**src/rtl/cpu_pkg.sv**
```systemverilog
// cpu_pkg: next-PC op encodings and default reset / exception addresses
package cpu_pkg;
  typedef enum logic [2:0] {
    NPC_PLUS4  = 3'd0,
    NPC_BRANCH = 3'd1,
    NPC_JUMP   = 3'd2,
    NPC_JR     = 3'd3,
    NPC_JAL    = 3'd4,
    NPC_RET    = 3'd5
  } npc_op_e;
  localparam logic [31:0] RESET_PC_DEFAULT = 32'h0000_3000;
  localparam logic [31:0] EXC_VEC_DEFAULT  = 32'h0000_4180;
endpackage

```
**src/rtl/pc_sequencer_ras.sv**
```systemverilog
// ras_stack: circular return-address stack; a push when full overwrites the oldest entry
module ras_stack #(
  parameter int RAS_DEPTH = 4,
  parameter int XLEN      = 32
) (
  input  logic            clk,
  input  logic            rstn,
  input  logic            push,
  input  logic            pop,
  input  logic [XLEN-1:0] din,
  output logic [XLEN-1:0] top,
  output logic            empty
);
  localparam int AW = $clog2(RAS_DEPTH);
  logic [XLEN-1:0] mem [RAS_DEPTH];
  logic [AW-1:0] ptr;
  logic [AW:0] cnt;
  assign top   = mem[AW'(ptr - 1'b1)];
  assign empty = cnt == '0;
  always_ff @(posedge clk or negedge rstn) begin
    if (!rstn) begin
      ptr <= '0;
      cnt <= '0;
      for (int i = 0; i < RAS_DEPTH; i++) mem[i] <= '0;
    end else if (push) begin
      mem[ptr] <= din;
      ptr      <= ptr + 1'b1;
      cnt      <= (cnt == (AW+1)'(RAS_DEPTH)) ? cnt : cnt + 1'b1;
    end else if (pop && !empty) begin
      ptr <= ptr - 1'b1;
      cnt <= cnt - 1'b1;
    end
  end
endmodule

```
**src/rtl/pc_sequencer.sv**
```systemverilog
// pc_sequencer: registered PC with stall hold, deferred redirect and exception vector
// Optional return-address stack is built when NPC_RAS_EN is defined.
module pc_sequencer
  import cpu_pkg::*;
#(
  parameter int              XLEN      = 32,
  parameter logic [XLEN-1:0] RESET_PC  = XLEN'(RESET_PC_DEFAULT),
  parameter logic [XLEN-1:0] EXC_VEC   = XLEN'(EXC_VEC_DEFAULT),
  parameter int              RAS_DEPTH = 4
) (
  input  logic            clk,
  input  logic            rstn,
  input  logic            stall_i,
  input  logic [2:0]      npc_op_i,
  input  logic            br_take_i,
  input  logic [25:0]     imm_i,
  input  logic [XLEN-1:0] pcjr_i,
  input  logic            exc_i,
  output logic [XLEN-1:0] pc_o,
  output logic [XLEN-1:0] npc_o,
  output logic            redirect_o,
  output logic            ras_uf_o
);
  npc_op_e op;
  logic [XLEN-1:0] pc, p4, br_tgt, jmp_tgt, ret_tgt, op_tgt, pend_tgt;
  logic pend_vld, use_op;
  assign op      = npc_op_e'(npc_op_i);
  assign p4      = pc + XLEN'(4);
  assign br_tgt  = p4 + {{(XLEN-18){imm_i[15]}}, imm_i[15:0], 2'b00};
  assign jmp_tgt = {p4[XLEN-1:28], imm_i, 2'b00};
  // The op only takes effect on an unstalled edge not preempted by exc or a pending redirect
  assign use_op  = !stall_i && !exc_i && !pend_vld;
`ifdef NPC_RAS_EN
  logic [XLEN-1:0] ras_top;
  logic ras_empty;
  ras_stack #(.RAS_DEPTH(RAS_DEPTH), .XLEN(XLEN)) u_ras (
    .clk   (clk),
    .rstn  (rstn),
    .push  (use_op && op == NPC_JAL),
    .pop   (use_op && op == NPC_RET),
    .din   (p4),
    .top   (ras_top),
    .empty (ras_empty)
  );
  assign ret_tgt = ras_empty ? pcjr_i : ras_top;
  always_ff @(posedge clk or negedge rstn) begin
    if (!rstn) ras_uf_o <= 1'b0;
    else ras_uf_o <= use_op && op == NPC_RET && ras_empty;
  end
`else
  assign ret_tgt  = pcjr_i;
  assign ras_uf_o = 1'b0;
`endif
  assign op_tgt = (op == NPC_BRANCH && br_take_i) ? br_tgt :
                  (op == NPC_JUMP || op == NPC_JAL) ? jmp_tgt :
                  (op == NPC_JR) ? pcjr_i :
                  (op == NPC_RET) ? ret_tgt : p4;
  assign npc_o      = exc_i ? EXC_VEC : pend_vld ? pend_tgt : op_tgt;
  assign redirect_o = npc_o != p4;
  assign pc_o       = pc;
  always_ff @(posedge clk or negedge rstn) begin
    if (!rstn) begin
      pc       <= RESET_PC;
      pend_vld <= 1'b0;
      pend_tgt <= '0;
    end else if (!stall_i) begin
      pc       <= npc_o;
      pend_vld <= 1'b0;
    end else if (exc_i || (!pend_vld && op_tgt != p4)) begin
      pend_tgt <= npc_o;
      pend_vld <= 1'b1;
    end
  end
endmodule

```
**config.mk**
```make
export PLATFORM = sky130hd
export DESIGN_NAME = pc_sequencer
export DESIGN_NICKNAME = d
export VERILOG_FILES = /design/src/rtl/cpu_pkg.sv /design/src/rtl/pc_sequencer_ras.sv /design/src/rtl/pc_sequencer.sv
export SDC_FILE = /design/constraint.sdc
export NUM_CORES = 1
export LEC_CHECK = 0
export BUFFER_PORTS_ARGS = -buffer_cell sky130_fd_sc_hd__buf_2
export CAP_MARGIN = 20
export CORE_MARGIN = 2
export CORE_UTILIZATION = 40
export CTS_CLUSTER_DIAMETER = 150
export DETAILED_ROUTE_END_ITERATION = 6
export PLACE_DENSITY = 0.7
export SYNTH_ARGS = -nofsm -noshare
export SYNTH_HDL_FRONTEND = slang
export SYNTH_HIERARCHICAL = 1
export SYNTH_SLANG_ARGS = --single-unit
export TNS_END_PERCENT = 1
```
**constraint.sdc**
```tcl
create_clock -name clk -period 6.7 [get_ports clk]
set_clock_uncertainty 0.2 [all_clocks]
set_input_delay 0.335 -clock clk [delete_from_list [all_inputs] [get_ports clk]]
set_output_delay 0.335 -clock clk [all_outputs]
set_load 0.03 [all_outputs]
```
==> metrics.csv <==
metric,value,unit
cts_made_buffers,9,
ys.flop_type,dfrtp_1,
syn_area_per_cell,7.46,µm²
drt-initial-drc-count,1177,
p_comb_frac,0.513,
path_clk_slew,0.06,ns
hold_violations,9,
die_w,148,µm
critPathRequiredTime,6.71,ns
final_common_cell,nand2_1,
finalPower,2040,µW
synth_seq_cells,65,
maxSlewViolCount,0,
fillers,2084,
synth_edf_count,0,
drt_wl_total,32200,µm
clockRootBuffer,clkbuf_16,
coreArea,20300,µm²
grt_max_degree,66,
syn_area,8290,µm²
yosysSeqAreaShare,0.196,
period_minus_slack,6.35,ns
crit_path_start_kind,register,
multi_input_comb_area,6190,µm²
drive_gt1_frac,0.202,
cts.sinks,65,
p_sw_frac,0.455,
finalInstanceArea,9710,µm²
yosysUniqueCellTypes,87,
hp-class,input port to asynchronous set/reset pin,
crit_path_max_fanout,22,
antenna_left,0,
synth_xor_area_frac,0.0979,
port_buffers,130,
p_clk_frac,0.237,
die_area,21900,µm²
max_clock_freq,0.158,GHz
arrival,6.36,ns
p_sw,931,µW
diodes,0,
seqPwrFrac,0.250,
setup_violations,0,
fin_crit_sh,0.947,
holdWs,-0.00410,ns
core.rowCount,52,
end_kind,register,
muxShareOfSynthArea,0.0759,
hpwl,24500,µm
final_cell_mix,"nand2_1, buf_2, nor2_1",
failed_checks,negative hold slack,
ctsLongestPathBuffers,2,
seqCellArea,1630,µm²
drt_pass1_iterations,6,
die_h,148,µm
synth_compound_area_frac,0.266,
grtUsageTotal,0.289,
pin_count,132,
worstSetupPathType,register to register,
antenna_found_initial,0,
outcome,finished with violations,
r2r_cells,18,
wl_per_cell,21.4,µm
pwr_density_cell,211,nW/µm²
insertion_delay,0.35,ns
worst_pin_slew,0.953,ns
area_growth_syn_to_layout,17.1,%
cts_hold_buf,0,
start_util,0.409,
synth_cells,1112,
synth_nets,1220,
drc,0,
relSlewSlack,0.364,
grt_pass1_vias,8523,
leakagePower,0.00444,µW
synth_top_family_by_area,compound AO/OA/AOI/OAI gates,
place.gp.congestion,1.06,
tns,0,ns
ir_worst_vdd,0.000134,V
vias_per_cell,6.20,
overflow,0,
place_area,9330,µm²
synth_fa_ha_area_frac,0.0643,
synth_warnings,6,
synthSimpleGateAreaFrac,0.232,
htree_levels,3,
nNetsFinal,1338,
grt_pass1_wl,49500,µm
vias,9324,
async_flop_share,1.00,
cts_tree,built,
internal-power,1110,µW
max_cap_violations,0,
power by group through the flow:
stage | Clock [µW] | Sequential, µW | Combinational (µW)
floorplan | 0 | 537 | 662
global placement | 0 | 513 | 1010
detailed placement | 0 | 515 | 1020
CTS | 486 | 509 | 1020
global route | 503 | 519 | 1130
finish | 484 | 512 | 1050
through the flow:
step | cells | utilization | setup WS (ns)
floorplan | 1112 | - | 0.775
global placement | 1486 | 0.460 | 0.262
detailed placement | 1486 | 0.460 | 0.164
CTS | 1502 | 0.475 | 0.0554
global route | 1505 | 0.478 | -0.0253
finish | 1505 | 0.478 | 0.352
metal layers:
layer | track usage | share of wire | up-vias
met4 | 0.120 | 0.049 | 0
met2 | 0.458 | 0.44 | 552
met5 | 0 | 0 | -
met1 | 0.395 | 0.41 | 4381
li1 | - | - | 4308
met3 | 0.0414 | 0.096 | 83
state kept, by name (all words and copies together), names as in the netlist:
register,flops
pend_vld,1
pc_o,32
pend_tgt,32
critical path, cell delays in order, from the launching register on:
cell	delay, ns
dfstp_2	0.65
nand4_4	0.18
or4_4	0.54
o21a_1	0.22
or2_1	0.31
ha_1	0.38
nand2_1	0.20
o21ai_0	0.22
o41ai_1	0.39
buf_4	0.21
o32ai_1	0.09
a2111oi_0	0.40
nand4_1	0.17
nor4_1	0.35
nand4_1	0.21
nor4_2	0.45
a31oi_4	0.38
buf_4	0.32
o311ai_1	0.33
cells in the mapped netlist, types with 6 or more instances:
master	number	share of area
a211o_1	9	0.0095
a211oi_1	13	0.012
a21o_1	15	0.014
a21oi_1	79	0.048
a221oi_1	6	0.0063
and3_1	9	0.0068
buf_1	6	0.0027
buf_2	25	0.015
clkbuf_1	37	0.017
dfrtp_1	63	0.19
ha_1	41	0.062
inv_1	64	0.029
mux2_2	15	0.020
mux2i_1	46	0.056
nand2_1	139	0.063
nand2b_1	9	0.0068
nand3_1	40	0.024
nand4_1	29	0.022
nor2_1	87	0.039
nor3_1	25	0.015
nor4_1	7	0.0053
o2111ai_1	10	0.011
o211ai_1	17	0.015
o21a_1	7	0.0063
o21ai_0	69	0.042
o221ai_1	7	0.0074
o22ai_1	13	0.0098
o2bb2ai_1	7	0.0074
o311ai_1	12	0.013
o31ai_1	12	0.011
or3_1	8	0.0060
xnor2_1	53	0.056
xor2_1	31	0.033
cell families (layout without fill, tap and decap cells):
logic type,count (synthesis),after routing
adder cells (fa/ha/maj),42,42
AND/OR/NAND/NOR,392,392
AO/OA/AOI/OAI,326,326
XOR/XNOR,88,88
buffers and inverters,137,260
other,1,1
flip-flops,65,65
multiplexers,61,61
worst paths after layout:
check	from	end	slack [ns]
max in group asynchronous	rstn	pend_tgt[22]$_DFFE_PN0P_	5.73
hold / removal	rstn	pc_o[10]$_DFFE_PN0N_	-0.004
setup / recovery	pc_o[12]$_DFFE_PN1N_	pend_tgt[16]$_DFFE_PN0P_	0.35
setup reg to reg	pc_o[12]$_DFFE_PN1N_	pend_tgt[16]$_DFFE_PN0P_	0.35
hold reg to reg	pend_tgt[27]$_DFFE_PN0P_	pend_tgt[27]$_DFFE_PN0P_	0.30
min in group clk	pend_tgt[27]$_DFFE_PN0P_	pend_tgt[27]$_DFFE_PN0P_	0.30
cell type report:
type	count	share of cell area
well taps	270	0.0348
clock inverters	5	0.00567
repair buffers	177	0.103
clock buffers	11	0.0250
multi-input cells	910	0.638
inverters	67	0.0259
flip-flops and latches	65	0.168
timing repair:
| item | 4_1_cts | 5_1_grt |
|---|---|---|
| pin swaps | 0 | 1 |
| setup endpoints to repair | 1 | 28 |
| gates resized for setup | 2 | 9 |
| setup buffers | 0 | 3 |
(Power assumes the default switching activity.)
